==> src/rtl/bcd_pkg.sv <==
// Shared types and helpers for the shared BCD-to-binary converter.
// Holds FSM state encoding, digit limits and the operand-wide BCD validity check.
package bcd_pkg;

  localparam int NDIG_DEF  = 4;
  localparam int OUT_W_DEF = 16;
  localparam int OP_MAXW   = 64;
  localparam logic [3:0] BCD_MAX = 4'd9;

  typedef enum logic [1:0] {
    IDLE  = 2'd0,
    CHECK = 2'd1,
    CONV  = 2'd2,
    DONE  = 2'd3
  } state_t;

  // Operand is passed zero-extended; only the low ndig nibbles are inspected.
  function automatic logic is_bcd_word(input logic [OP_MAXW-1:0] op, input int ndig);
    logic ok;
    ok = 1'b1;
    for (int i = 0; i < OP_MAXW / 4; i++) begin
      if (i < ndig && op[4*i +: 4] > BCD_MAX) ok = 1'b0;
    end
    return ok;
  endfunction

endpackage

==> src/rtl/bcd_horner_dp.sv <==
// Operand latch, accumulator and digit counter for MS-digit-first Horner conversion.
// One digit per step_i; acc_nxt_o is the combinational next accumulator value.
module bcd_horner_dp
  import bcd_pkg::*;
#(
  parameter int NDIG  = NDIG_DEF,
  parameter int OUT_W = OUT_W_DEF
) (
  input  logic              clk,
  input  logic              rst_n,
  input  logic              load_i,
  input  logic              clr_i,
  input  logic              step_i,
  input  logic [4*NDIG-1:0] op_i,
  output logic              last_o,
  output logic              bad_o,
  output logic [OUT_W-1:0]  acc_nxt_o
);

  localparam int CW = (NDIG > 1) ? $clog2(NDIG) : 1;

  logic [4*NDIG-1:0] op_q;
  logic [OUT_W-1:0]  acc_q;
  logic [CW-1:0]     cnt_q;
  logic [3:0]        digit;

  always_comb begin
    digit = 4'd0;
    for (int i = 0; i < NDIG; i++) begin
      if (cnt_q == CW'(i)) digit = op_q[4*i +: 4];
    end
  end

  // x*10 as (x<<3)+(x<<1); wraps modulo 2^OUT_W for wide operands.
  assign acc_nxt_o = (acc_q << 3) + (acc_q << 1) + OUT_W'(digit);
  assign last_o    = (cnt_q == '0);
  assign bad_o     = !is_bcd_word(OP_MAXW'(op_q), NDIG);

  always_ff @(posedge clk or negedge rst_n) begin
    if (!rst_n) begin
      op_q  <= '0;
      acc_q <= '0;
      cnt_q <= '0;
    end else begin
      if (load_i) op_q <= op_i;
      if (clr_i) begin
        acc_q <= '0;
        cnt_q <= CW'(NDIG - 1);
      end else if (step_i) begin
        acc_q <= acc_nxt_o;
        if (!last_o) cnt_q <= cnt_q - CW'(1);
      end
    end
  end

endmodule

==> src/rtl/bcd_conv_arbiter.sv <==
// Round-robin shares one BCD-to-binary converter between two 4-phase requesters.
// done after NDIG+2 edges (2 if invalid), held until owner drops req; other req waits for IDLE.
module bcd_conv_arbiter
  import bcd_pkg::*;
#(
  parameter int NDIG    = NDIG_DEF,
  parameter int OUT_W   = OUT_W_DEF,
  parameter bit RR_INIT = 1'b0
) (
  input  logic              clk,
  input  logic              rst_n,
  input  logic              req0,
  input  logic [4*NDIG-1:0] bcd0,
  input  logic              req1,
  input  logic [4*NDIG-1:0] bcd1,
  output logic [1:0]        gnt,
  output logic [1:0]        done,
  output logic [OUT_W-1:0]  bin_o,
  output logic              err_o,
  output logic              busy
);

  state_t             state_q, state_d;
  logic [1:0]         gnt_q, gnt_d;
  logic               prio_q, prio_d;
  logic [OUT_W-1:0]   bin_q, bin_d;
  logic               err_q, err_d;
  logic               sel, load, clr, step, last, bad, owner_req;
  logic [4*NDIG-1:0]  op_sel;
  logic [OUT_W-1:0]   acc_nxt;

  assign op_sel    = sel ? bcd1 : bcd0;
  assign owner_req = |(gnt_q & {req1, req0});

  bcd_horner_dp #(
    .NDIG  (NDIG),
    .OUT_W (OUT_W)
  ) u_dp (
    .clk       (clk),
    .rst_n     (rst_n),
    .load_i    (load),
    .clr_i     (clr),
    .step_i    (step),
    .op_i      (op_sel),
    .last_o    (last),
    .bad_o     (bad),
    .acc_nxt_o (acc_nxt)
  );

  always_comb begin
    state_d = state_q;
    gnt_d   = gnt_q;
    prio_d  = prio_q;
    bin_d   = bin_q;
    err_d   = err_q;
    sel     = 1'b0;
    load    = 1'b0;
    clr     = 1'b0;
    step    = 1'b0;
    unique case (state_q)
      IDLE: begin
        if (req0 || req1) begin
          sel     = (req0 && req1) ? prio_q : req1;
          load    = 1'b1;
          gnt_d   = sel ? 2'b10 : 2'b01;
          state_d = CHECK;
        end
      end
      CHECK: begin
        if (bad) begin
          err_d   = 1'b1;
          bin_d   = '0;
          state_d = DONE;
        end else begin
          clr     = 1'b1;
          state_d = CONV;
        end
      end
      CONV: begin
        step = 1'b1;
        if (last) begin
          bin_d   = acc_nxt;
          err_d   = 1'b0;
          state_d = DONE;
        end
      end
      DONE: begin
        // Priority passes to whoever was not just served.
        if (!owner_req) begin
          gnt_d   = 2'b00;
          prio_d  = gnt_q[0];
          state_d = IDLE;
        end
      end
      default: state_d = IDLE;
    endcase
  end

  always_ff @(posedge clk or negedge rst_n) begin
    if (!rst_n) begin
      state_q <= IDLE;
      gnt_q   <= 2'b00;
      prio_q  <= RR_INIT;
      bin_q   <= '0;
      err_q   <= 1'b0;
    end else begin
      state_q <= state_d;
      gnt_q   <= gnt_d;
      prio_q  <= prio_d;
      bin_q   <= bin_d;
      err_q   <= err_d;
    end
  end

  assign gnt   = gnt_q;
  assign done  = (state_q == DONE) ? gnt_q : 2'b00;
  assign bin_o = bin_q;
  assign err_o = err_q;
  assign busy  = (state_q != IDLE);

endmodule

==> config.mk <==
export PLATFORM = sky130hd
export DESIGN_NAME = bcd_conv_arbiter
export DESIGN_NICKNAME = d
export VERILOG_FILES = /design/src/rtl/bcd_pkg.sv /design/src/rtl/bcd_horner_dp.sv /design/src/rtl/bcd_conv_arbiter.sv
export SDC_FILE = /design/constraint.sdc
export NUM_CORES = 1
export LEC_CHECK = 0
export ABC_CLOCK_PERIOD_IN_PS = 4700
export CAP_MARGIN = 20
export CELL_PAD_IN_SITES_DETAIL_PLACEMENT = 2
export CELL_PAD_IN_SITES_GLOBAL_PLACEMENT = 2
export CORE_ASPECT_RATIO = 1.1
export CORE_MARGIN = 2
export CORE_UTILIZATION = 33
export CTS_CLUSTER_DIAMETER = 50
export DETAILED_ROUTE_END_ITERATION = 6
export HOLD_SLACK_MARGIN = 0.03
export MAX_ROUTING_LAYER = met4
export PLACE_DENSITY = 0.78
export SYNTH_ARGS = -nofsm -noshare
export SYNTH_HDL_FRONTEND = slang
export SYNTH_SLANG_ARGS = --single-unit
==> constraint.sdc <==
create_clock -name clk -period 4.7 [get_ports clk]
set_input_delay 0.94 -clock clk [delete_from_list [all_inputs] [get_ports clk]]
set_output_delay 0.94 -clock clk [all_outputs]
set_load 0.01 [all_outputs]
Word-level counts from Yosys, hierarchy flattened
Cells that the tools add are included.
W data, S select, Z words.
{"block": "classes", "addsub": 3, "order_cmp": 4, "eq_ne": 11, "mux": 37, "n_bitwise": 2, "n_reduce_logical": 14}
{"operator": "$mux W16", "count": 3}
{"operator": "$pmux W16 S2", "count": 1}
{"operator": "$mux W15", "count": 2}
{"operator": "$mux W2", "count": 9}
{"operator": "$add A16 B16 Y16", "count": 1}
{"operator": "$add A16 B4 Y16", "count": 1}
{"operator": "$gt A4 B4 Y1 const B", "count": 4}
{"operator": "$mux W4", "count": 4}
{"operator": "$mux W1", "count": 15}
{"operator": "$ne A2 B2 Y1 const B", "count": 5}
{"operator": "$reduce_and A3 Y1", "count": 3}
{"operator": "$eq A2 B2 Y1 const B", "count": 4}
{"operator": "$pmux W2 S4", "count": 1}
{"operator": "$reduce_bool A2 Y1", "count": 4}
{"operator": "$eq A2 B1 Y1 const B", "count": 2}
{"operator": "$logic_not A2 Y1", "count": 2}
{"operator": "$pmux W2 S2", "count": 1}
{"operator": "$reduce_and A2 Y1", "count": 2}
{"operator": "$and A2 B2 Y2", "count": 1}
{"operator": "$pmux W1 S2", "count": 1}
{"operator": "$reduce_or A2 Y1", "count": 1}
{"operator": "$sub A2 B1 Y2 const B", "count": 1}
{"operator": "$logic_and A1 B1 Y1", "count": 1}
{"operator": "$logic_or A1 B1 Y1", "count": 1}
{"operator": "$not A1 Y1", "count": 1}
{"block": "totals", "ff_bits": 55, "inputBits": 36, "output_inout_bits": 22, "wordCells": 79}

Logic depth before layout (Yosys ltp)
Gate-level depths: netlist of run 1.
{"block": "depth", "ltp_word": 9, "depth_mapped": 16}

Cells and area by module
Synthesis of run 1 repeated with hierarchy kept, for this count alone.
{"block": "hier_totals", "hier_cells": 392, "hier_area_um2": 3916.3}
{"module": "bcd_horner_dp", "instances": 1, "cells_per_inst": 255, "area_per_inst_um2": 2503.7, "seq_area_each_um2": 825.8}
{"module": "bcd_conv_arbiter", "instances": 1, "cells_per_inst": 137, "area_per_inst_um2": 1412.6, "seq_area_each_um2": 550.5}

Worst setup path after synthesis of run 1
Ideal clock, no wire load.
{"block": "synth_timing", "kind": "register to register", "start": "register u_dp.cnt_q[0]", "end": "register bin_q[14], in the netlist bin_o[14]", "setup_time_ns": 0.124, "t_arrival_ns": 3.240, "required_ns": 4.576, "setup_slack_ns": 1.336, "path_stages_with_launch": 16, "path_buffers": 1, "cell_sequence": "dfrtp_1 -> inv_1 -> ha_1 -> clkbuf_1 -> nand3b_1 -> a21oi_1 -> a21oi_1 -> o21ai_0 -> fa_1 -> inv_1 -> fa_1 -> nand2b_1 -> a211oi_2 -> nor3_1 -> o2111a_1 -> a211o_1"}
{"block": "synth_between", "elab_chain_len": 8}
{"item": "start: declaration", "line": "bcd_horner_dp.sv:24", "text": "logic [CW-1:0] cnt_q;"}
{"item": "start signal: assignment", "line": "bcd_horner_dp.sv:48", "text": "cnt_q <= CW'(NDIG - 1);"}
{"item": "start signal: assignment", "line": "bcd_horner_dp.sv:51", "text": "if (!last_o) cnt_q <= cnt_q - CW'(1);"}
{"item": "$logic_not A2 Y1", "line": "bcd_horner_dp.sv:30, bcd_horner_dp.sv:36"}
{"item": "$mux W4 (4 in series)", "line": "bcd_horner_dp.sv:30", "text": "if (cnt_q == CW'(i)) digit = op_q[4*i +: 4];"}
{"item": "$add A16 B4 Y16", "line": "bcd_horner_dp.sv:35", "text": "assign acc_nxt_o = (acc_q << 3) + (acc_q << 1) + OUT_W'(digit);"}
{"item": "$mux W16", "line": "bcd_conv_arbiter.sv:81", "text": "if (last) begin"}
{"item": "$pmux W16 S2", "line": "bcd_conv_arbiter.sv:60", "text": "unique case (state_q)"}
{"item": "end signal: assignment", "line": "bcd_conv_arbiter.sv:110", "text": "bin_q <= bin_d;"}
{"item": "end: declaration", "line": "bcd_conv_arbiter.sv:26", "text": "logic [OUT_W-1:0] bin_q, bin_d;"}
Several ways; a longest one is shown, not always the timed one. The select of a mux whose other input is x is not followed.
A chain may end at the register's enable or synchronous reset.

Worst setup path in the final report of run 1
Same ends and word-level chain as after synthesis.

==> flow_summary.json, run 1 <==
{
  "outcome": "finished clean",
  "async_flop_share_pct": 100,
  "final_cell_mix": "56 x nand2_1, 56 x clkdlybuf4s50_1, 55 x dfrtp_1",
  "path_max_fanout": 12,
  "r2r_slack_ns": 0.91,
  "layout-drive-gt1-share_pct": 4.87,
  "worstMarginPinSlew_ns": 0.945,
  "worstReg2RegStart": "u_dp.cnt_q[0]",
  "antenna_found_initial": 0,
  "slew_violations": 0,
  "synth_seq_cells": 55,
  "internal_power_w": 0.00165,
  "syn_avg_cell_area_um2": 9.05,
  "cts_resized": 0,
  "grt_pass1_wl_um": 17500,
  "netlist_area_um2": 3590,
  "synth_edf_count": 0,
  "dieHeight_um": 113,
  "cts_buffer_depth": 2,
  "cts_tree": "built",
  "fin_area_um2": 4500,
  "h-tree-depth": 2,
  "path_cells": "inv_1 -> ha_1 -> nand3b_1 -> a21oi_1 -> a21oi_1 -> o21ai_0 -> fa_1 -> inv_1 -> fa_1 -> nand2b_1 -> a211oi_2 -> nor3_1 -> o2111a_1 -> a211o_1",
  "dr.first_iter.drc_count": 91,
  "setup_viol": 0,
  "io_buffers": 57,
  "power_frac_seq_pct": 27.8,
  "leakage_nw": 2.03,
  "detailed_place_hpwl_um": 7840,
  "numCtsBuffers": 5,
  "final-seq-area_um2": 1380,
  "clkPwrFrac_pct": 13.1,
  "grt_pass1_vias": 3556,
  "met3_wirelength_um": 256,
  "synth.distinct_cells": 56,
  "m1WireLength_um": 4250,
  "clk_root_buffer_cell": "clkbuf_16",
  "vias": 3201,
  "drc": 0,
  "startpoint": "u_dp.cnt_q[0]",
  "place_area_um2": 4310,
  "ys_warn_count": 0,
  "finalHoldViolCount": 0,
  "die_w_um": 104,
  "dieArea_um2": 11700,
  "skew_ns": 0.00719,
  "dr_wl_met2_um": 5560,
  "overflow": 0,
  "synth_largest_area_cell": "dfrtp_1",
  "endpoint_kind": "register",
  "diodes": 0,
  "r2r-end": "bin_o[14]",
  "start_util_pct": 34.3,
  "hold_class": "reg2reg",
  "synthCells": 397,
  "wl_per_cell_um": 17.3,
  "synth.area.top_cells": "dfrtp_1 38%, ha_1 12%, o21ai_0 7.5%",
  "path_clk_slew_ns": 0.07,
  "fin_tns_setup_ns": 0,
  "slowest_delay_ns": 0.54,
  "synthFlopType": "dfrtp_1",
  "power_density_nw_per_um2": 684,
  "crit_type": "reg2reg",
  "synth_nets": 469,
  "maxSlewHeadroom_pct": 37.0,
  "track_usage_pct": 18.8,
  "drv_cap": 0,
  "multiInputGateArea_um2": 2110,
  "yosysTopAreaCellShare_pct": 38.3,
  "rsz0062_at_grt": "no",
  "power_switching_w": 0.00142,
  "routed_via_density": 5.38,
  "swShare_pct": 46.3,
  "irDropWorstVdd_mv": 0.238,
  "grt_max_degree": 56,
  "io-pin-count": 58,
  "clkLatencyLatePin_ns": 0.30,
  "arrival_ns": 3.98,
  "rows": 39,
  "antenna_left": 0,
  "fin_crit_sh_pct": 80.7,
  "nFillCells": 1183,
  "holdBufCountCts": 0,
  "finalWirelength_um": 10300,
  "coreArea_um2": 10500,
  "comb_power_share_pct": 59.1,
  "crit_slowest_cell": "fa_1",
  "first_pass_iters": 4,
  "nets": 523,
  "required_ns": 4.88,
  "routed.top_layer": "met4",
  "r2r_cells": 14,
  "synth_seq_area_share_pct": 38.3,
  "fin_crit_ns": 3.79,
  "gp_congestion": 0.831,
  "syn_to_final_growth_pct": 25.1,
  "start_kind": "register",
  "fmax_ghz": 0.264,
  "cts_setup_buffers": 0,
  "crit_path_end": "bin_o[14]",
  "numClockSinks": 55,
  "hold_path.startpoint": "bin_o[10]"
}
-- critical path, delay by kind of cell (launching register included) --
kind	cells	cell delay, ns
adders and majority gates	3	1.37
DFF	1	0.41
AOI/OAI and AO/OA	6	1.21
and+or+nand+nor	3	0.51
buffers and inverters	2	0.17
-- registers in the layout, summed over array words and instances, names as in the netlist --
register / cells
gnt: 2
err_o: 1
state_q: 2
u_dp.cnt_q: 2
prio_q: 1
u_dp.op_q: 16
u_dp.acc_q: 15
bin_o: 16
-- routing by layer --
layer / vias up / GRT usage (%)
met1: 1581 / 20.3
met5: - / -
met4: 0 / 5.68
met2: 66 / 36.1
li1: 1541 / -
met3: 13 / 2.34
-- cell usage after synthesis, drive strengths merged (4+ instances only) --
master and number:
dfrtp 55, nor2 16, clkbuf 10, and2 6
a211oi 5, nand3b 5, mux2i 21, nor3 4
nand2 56, or3 4, a21o 4, buf 5
ha 34, inv 16, a21oi 26, nand3 5
o31ai 4, o211ai 4, nor2b 4, o21ai 57
nand2b 11
-- worst min path at each step --
stage / end / cells past startpoint / slack [ns]
5_1_grt: bin_o[4] / 2 / 0.52
3_5_place_dp: bin_o[10] / 2 / 0.48
3_3_place_gp: bin_o[5] / 2 / 0.46
2_1_floorplan: u_dp.op_q[0] / 2 / 0.44
4_1_cts: bin_o[10] / 2 / 0.49
6_report: bin_o[10] / 2 / 0.48
-- power by group through the flow --
| stage | Sequential (W) | Combinational, W | Clock, W |
|---|---|---|---|
| final | 0.000855 | 0.00182 | 0.000404 |
| after global routing | 0.000889 | 0.00207 | 0.000433 |
| after CTS | 0.000861 | 0.00184 | 0.000420 |
| after detailed placement | 0.000868 | 0.00182 | 0 |
| after global placement | 0.000857 | 0.00171 | 0 |
| after floorplan | 0.000826 | 0.00122 | 0 |
-- stage by stage --
step,power (W),util [%],setup WS [ns],hold slack [ns],cells
global route,0.00340,42.9,0.643,0.525,595
floorplan,0.00204,-,1.34,0.443,397
global placement,0.00257,41.1,1.15,0.462,585
finish,0.00308,42.9,0.908,0.482,595
detailed placement,0.00269,41.1,0.951,0.476,585
CTS,0.00312,42.6,0.933,0.493,593
-- kinds of logic (layout without fill, tap and decap cells) --
logic type	Yosys count	in the layout	share of synthesized area, %
buffers and inverters	31	86	3.41
muxes	21	21	5.85
adders and majority gates	36	36	12.9
and+or+nand+nor	126	126	17.3
DFF	55	55	38.3
AOI/OAI and AO/OA	125	125	21.5
xor gates and xnor gates	3	3	0.731
-- cell type report --
class	count	area share, %
repair buffers	62	13.7
flip-flops and latches	55	30.6
inverters	16	1.34
well taps	143	3.98
clock buffers	8	3.48
multi-input cells	311	46.9
No activity file was read; power rests on OpenSTA's default activity.
==> run 2, diff against run 1 <==
--- a/config.mk
+++ b/config.mk
@@ -5,7 +5,7 @@
 export SDC_FILE = /design/constraint.sdc
 export NUM_CORES = 1
 export LEC_CHECK = 0
-export ABC_CLOCK_PERIOD_IN_PS = 4700
+export ABC_CLOCK_PERIOD_IN_PS = 3600
 export CAP_MARGIN = 20
 export CELL_PAD_IN_SITES_DETAIL_PLACEMENT = 2
 export CELL_PAD_IN_SITES_GLOBAL_PLACEMENT = 2
==> constraint.sdc (replaced) <==
create_clock -name clk -period 3.6 [get_ports clk]
set_input_delay 0.72 -clock clk [delete_from_list [all_inputs] [get_ports clk]]
set_output_delay 0.72 -clock clk [all_outputs]
set_load 0.01 [all_outputs]
==> run 2 against run 1 <==
Compared with the run above: clock skew increased by 0.00070 ns; register-to-register slack got worse by 0.72 ns; sequential power increased by 32%; final area increased by 1.7%; power increased by 35%; first-iteration DRC count decreased by 25%.
==> flow_summary.json, run 2 (synthesis gave the netlist of run 1 again) <==
{
  "outcome": "finished clean",
  "slowest_delay_ns": 0.53,
  "numCtsBuffers": 5,
  "io-pin-count": 58,
  "wl_per_cell_um": 17.8,
  "final_cell_mix": "56 x nand2_1, 56 x clkdlybuf4s50_1, 53 x dfrtp_1",
  "grt_pass1_vias": 3491,
  "dp_cells": 590,
  "finish.utilization_pct": 43.6,
  "r2r-end": "bin_o[14]",
  "path_cells": "inv_2 -> ha_4 -> nand3b_1 -> a21oi_1 -> a21oi_1 -> o21ai_0 -> fa_1 -> inv_1 -> fa_1 -> nand2b_4 -> a211oi_4 -> nor3_1 -> o2111a_1 -> a211o_1",
  "fin_crit_ns": 3.42,
  "diodes": 0,
  "io_buffers": 57,
  "cts_tree": "built",
  "dr.first_iter.drc_count": 68,
  "clkLatencyLatePin_ns": 0.30,
  "final-seq-area_um2": 1380,
  "hold_class": "reg2reg",
  "syn_to_final_growth_pct": 27.2,
  "maxSlewHeadroom_pct": 33.2,
  "fin_tns_setup_ns": 0,
  "required_ns": 3.79,
  "drv_cap": 0,
  "first_pass_iters": 4,
  "finalHoldViolCount": 0,
  "dieArea_um2": 11700,
  "cts_setup_buffers": 0,
  "crit_type": "reg2reg",
  "antenna_left": 0,
  "coreArea_um2": 10500,
  "startpoint": "u_dp.cnt_q[1]",
  "antenna_found_initial": 0,
  "leakage_nw": 2.05,
  "arrival_ns": 3.61,
  "overflow": 0,
  "gp_congestion": 0.850,
  "h-tree-depth": 2,
  "cts_buffer_depth": 2,
  "worstReg2RegStart": "u_dp.cnt_q[1]",
  "grt_max_degree": 45,
  "numClockSinks": 55,
  "fmax_ghz": 0.293,
  "routed_via_density": 5.34,
  "vias": 3191,
  "path_clk_slew_ns": 0.07,
  "clk_root_buffer_cell": "clkbuf_16",
  "r2r_cells": 14,
  "power_density_nw_per_um2": 911,
  "finalWirelength_um": 10600,
  "start_util_pct": 34.3,
  "irDropWorstVdd_mv": 0.390,
  "whs_path_depth": 2,
  "rows": 39,
  "r2r_slack_ns": 0.18,
  "worstMarginPinSlew_ns": 1.00,
  "skew_ns": 0.00789,
  "layout-drive-gt1-share_pct": 7.69,
  "detailed_place_hpwl_um": 8240,
  "nFillCells": 1158,
  "grt_pass1_wl_um": 17600,
  "setup_viol": 0,
  "path_max_fanout": 8,
  "start_kind": "register",
  "crit_family": "adder cells",
  "track_usage_pct": 19.1,
  "rsz0062_at_grt": "no",
  "nets": 526,
  "multiInputGateArea_um2": 2160,
  "hold_path_end": "bin_o[6]",
  "slew_violations": 0,
  "crit_buf_inv": 2,
  "fin_cells": 598,
  "fin_crit_sh_pct": 94.9,
  "crit_slowest_cell": "fa_1",
  "hold_path.startpoint": "bin_o[6]",
  "drc": 0,
  "die_w_um": 104,
  "endpoint_kind": "register",
  "dieHeight_um": 113
}
run 2: how the worst max path moves through the flow:
stage                          end  slack [ns]  depth (start not counted)
floorplan                bin_o[14]        0.24                         15
global placement         bin_o[14]        0.23                         14
detailed placement  u_dp.acc_q[12]        0.03                         15
CTS                 u_dp.acc_q[12]        0.03                         15
global route        u_dp.acc_q[14]      0.0007                         14
finish                   bin_o[14]        0.18                         14
run 2: routing by layer:
| layer | vias to the layer above | routed length, um | global-route usage, % |
|---|---|---|---|
| li1 | 1540 | - | - |
| met1 | 1593 | 4520 | 21.0 |
| met2 | 52 | 5790 | 37.3 |
| met3 | 6 | 226 | 2.34 |
| met4 | 0 | 93 | 3.87 |
| met5 | - | 0 | - |
run 2: final cells by class:
class / count / share of cell area, %
clock buffers: 6 / 3.04
clock inverters: 2 / 0.766
inverters: 16 / 1.31
multi-input cells: 311 / 47.1
flip-flops and latches: 55 / 30.2
well taps: 143 / 3.91
repair buffers: 65 / 13.7
run 2: what timing repair did:
action                                  4_1_cts  5_1_grt
endpoints found under the setup margin        2        9
hold buffers                                  0        0
gates resized for setup                       1       14
pin swaps                                     0        1
run 2: tightest hold or removal path, cell delays in order, from the launching register on:
cell and delay (ns):
dfrtp_1 0.34, nand2_1 0.05, o21ai_0 0.06
run 2: where the power goes:
| part | leakage, nW | internal, W | switching (W) |
|---|---|---|---|
| Combinational | 1.26 | 0.00101 | 0.00145 |
| Sequential | 0.702 | 0.000889 | 0.000242 |
| Clock | 0.0868 | 0.000347 | 0.000233 |
run 2: metrics by stage:
stage / power, W / cell area, um^2 / worst slack (ns) / hold slack (ns)
2_1_floorplan: 0.00267 / 3590 / 0.236 / 0.424
3_3_place_gp: 0.00339 / 4340 / 0.230 / 0.463
3_5_place_dp: 0.00354 / 4340 / 0.0281 / 0.478
4_1_cts: 0.00417 / 4520 / 0.0319 / 0.494
5_1_grt: 0.00456 / 4570 / 0.000707 / 0.523
6_report: 0.00416 / 4570 / 0.183 / 0.485
==> run 3, diff against run 2 <==
--- a/config.mk
+++ b/config.mk
@@ -5,13 +5,14 @@
 export SDC_FILE = /design/constraint.sdc
 export NUM_CORES = 1
 export LEC_CHECK = 0
+export ABC_AREA = 1
 export ABC_CLOCK_PERIOD_IN_PS = 3600
 export CAP_MARGIN = 20
 export CELL_PAD_IN_SITES_DETAIL_PLACEMENT = 2
 export CELL_PAD_IN_SITES_GLOBAL_PLACEMENT = 2
 export CORE_ASPECT_RATIO = 1.1
 export CORE_MARGIN = 2
-export CORE_UTILIZATION = 33
+export CORE_UTILIZATION = 31
 export CTS_CLUSTER_DIAMETER = 50
 export DETAILED_ROUTE_END_ITERATION = 6
 export HOLD_SLACK_MARGIN = 0.03
==> run 3 against run 2 <==
Compared with the run above: global-route usage grew 0.52 points; sequential cell count is the same; combinational power grew 4%; core utilization shrank 4.0 points; worst hold slack lost 0.059 ns; register-to-register slack gained 0.12 ns; critical path type unchanged; critical endpoint is now u_dp.acc_q[8]; highest routed layer unchanged.
==> flow_summary.json, run 3 <==
{
  "outcome": "finished clean",
  "cts_tree": "built",
  "drc": 0,
  "worstMarginPinSlew_ns": 0.977,
  "maxSlewHeadroom_pct": 34.8,
  "endpoint_kind": "register",
  "track_usage_pct": 19.6,
  "numCtsBuffers": 5,
  "dieHeight_um": 118,
  "vias": 3460,
  "netlist_area_um2": 3650,
  "path_max_fanout": 5,
  "first_pass_iters": 4,
  "power_switching_w": 0.00205,
  "die_w_um": 107,
  "cts_buffer_depth": 2,
  "r2r_slack_ns": 0.31,
  "fin_crit_ns": 3.29,
  "slowest_delay_ns": 0.55,
  "cts_setup_buffers": 0,
  "r2r_cells": 16,
  "antenna_found_initial": 0,
  "start_kind": "register",
  "whs_ns": 0.426,
  "finalWirelength_um": 11300,
  "grt_pass1_wl_um": 19300,
  "clkPwrFrac_pct": 13.6,
  "yosysTopAreaCellShare_pct": 37.7,
  "dr.first_iter.drc_count": 81,
  "clk_root_buffer_cell": "clkbuf_16",
  "layout-drive-gt1-share_pct": 5.70,
  "synth.distinct_cells": 31,
  "slew_violations": 0,
  "syn_to_final_growth_pct": 24.8,
  "io_buffers": 57,
  "syn_avg_cell_area_um2": 7.53,
  "antenna_left": 0,
  "crit_slowest_cell": "fa_1",
  "synth_edf_count": 0,
  "gp_congestion": 0.826,
  "io-pin-count": 58,
  "internal_power_w": 0.00219,
  "grt_pass1_vias": 3939,
  "h-tree-depth": 2,
  "synth_seq_area_share_pct": 37.7,
  "final_common_cell": "nand2_1",
  "synthCells": 484,
  "holdBufCountCts": 0,
  "required_ns": 3.79,
  "synth_largest_area_cell": "dfrtp_1",
  "diodes": 0,
  "nets": 615,
  "irDropWorstVdd_mv": 0.327,
  "synth_nets": 556,
  "dieArea_um2": 12600,
  "path_cells": "inv_1 -> ha_1 -> nand3_1 -> o21ai_0 -> o21ai_0 -> o21ai_0 -> fa_1 -> inv_1 -> fa_1 -> inv_1 -> nand3_1 -> nand3_1 -> nand2_1 -> a21oi_1 -> nor2_1 -> o21a_1",
  "synth_seq_cells": 55,
  "synth_most_common_cell": "nand2_1",
  "wl_per_cell_um": 16.3,
  "p_total_w": 0.00424,
  "overflow": 0,
  "setup_viol": 0,
  "fmax_ghz": 0.304,
  "power_density_nw_per_um2": 931,
  "synth.area.top_cells": "dfrtp_1 38%, nand2_1 13%, ha_1 12%",
  "swShare_pct": 48.4,
  "leakage_nw": 2.31,
  "arrival_ns": 3.48,
  "cts_resized": 0,
  "final_cell_mix": "122 x nand2_1, 76 x inv_1, 56 x clkdlybuf4s50_1",
  "rsz0062_at_grt": "no",
  "clkLatencyLatePin_ns": 0.30,
  "detailed_place_hpwl_um": 9100,
  "r2r-end": "u_dp.acc_q[8]",
  "finalHoldViolCount": 0,
  "path_clk_slew_ns": 0.07,
  "routed_via_density": 4.99,
  "hold_class": "in2async",
  "fin_tns_setup_ns": 0,
  "comb_power_share_pct": 60.5,
  "ys_warn_count": 0,
  "power_frac_seq_pct": 25.9,
  "synth_common_cells": "122 x nand2_1, 76 x inv_1, 55 x dfrtp_1",
  "fin_crit_sh_pct": 91.5,
  "coreArea_um2": 11500,
  "worstReg2RegStart": "u_dp.cnt_q[0]",
  "numClockSinks": 55,
  "drv_cap": 0,
  "start_util_pct": 31.7,
  "synthFlopType": "dfrtp_1",
  "rows": 41,
  "async_flop_share_pct": 100,
  "skew_ns": 0.00639,
  "crit_type": "reg2reg",
  "grt_max_degree": 31
}
[run 3: routing by layer]
layer	wire, um	up-vias	global-route usage (%)
met3	260	15	2.55
met5	0	-	-
met2	6080	52	36.5
met4	262	0	5.85
met1	4720	1707	21.6
li1	-	1686	-
[run 3: final cells by class]
type / instances / area [um^2]
multi-input combinational: 340 / 1910
tap: 150 / 188
timing repair buffer: 61 / 596
sequential: 55 / 1380
clock buffer: 6 / 139
inverter: 80 / 308
clock inverter: 2 / 35.0
fill: 1383 / 6940
[run 3: logic make-up (layout without fill, tap and decap cells)]
logic type	Yosys count	after routing	share of synthesized area [%]
flops	55	55	37.7
buf+inv	89	149	9.92
simple gates	205	205	24.1
xor+xnor	3	3	0.721
fa+ha+maj	36	36	12.8
compound gates	96	96	14.8
[run 3: worst max-delay path, delay by kind of cell, from the launching register on]
kind	cells	cell delay, ns
buffers and inverters	3	0.31
AOI/OAI and AO/OA	5	0.71
and+or+nand+nor	5	0.56
DFF	1	0.39
adders and majority gates	3	1.23
[run 3: how the worst max path moves through the flow]
| stage | endpoint | from | slack [ns] | depth (start not counted) |
|---|---|---|---|---|
| after detailed placement | u_dp.acc_q[8] | u_dp.cnt_q[0] | 0.36 | 16 |
| after CTS | u_dp.acc_q[8] | u_dp.cnt_q[0] | 0.29 | 16 |
| after floorplan | u_dp.acc_q[8] | u_dp.cnt_q[0] | 0.78 | 16 |
| final | u_dp.acc_q[8] | u_dp.cnt_q[0] | 0.31 | 16 |
| after global placement | u_dp.acc_q[8] | u_dp.cnt_q[0] | 0.55 | 16 |
| after global routing | u_dp.acc_q[8] | u_dp.cnt_q[1] | 0.05 | 17 |
[run 3: metrics by stage]
step | cell area, um^2 | std cells | worst slack [ns] | utilization (%)
after global placement | 4380 | 686 | 0.554 | 38.1
final | 4550 | 694 | 0.308 | 39.6
after CTS | 4550 | 694 | 0.293 | 39.6
after floorplan | 3650 | 484 | 0.775 | -
after detailed placement | 4380 | 686 | 0.365 | 38.1
after global routing | 4550 | 694 | 0.0485 | 39.6
[run 3: power by group through the flow]
| stage | Combinational (W) | Clock [W] | Sequential [W] |
|---|---|---|---|
| after CTS | 0.00263 | 0.000592 | 0.00110 |
| after global routing | 0.00293 | 0.000607 | 0.00114 |
| after floorplan | 0.00174 | 0 | 0.00108 |
| after global placement | 0.00247 | 0 | 0.00110 |
| final | 0.00256 | 0.000576 | 0.00110 |
| after detailed placement | 0.00258 | 0 | 0.00111 |
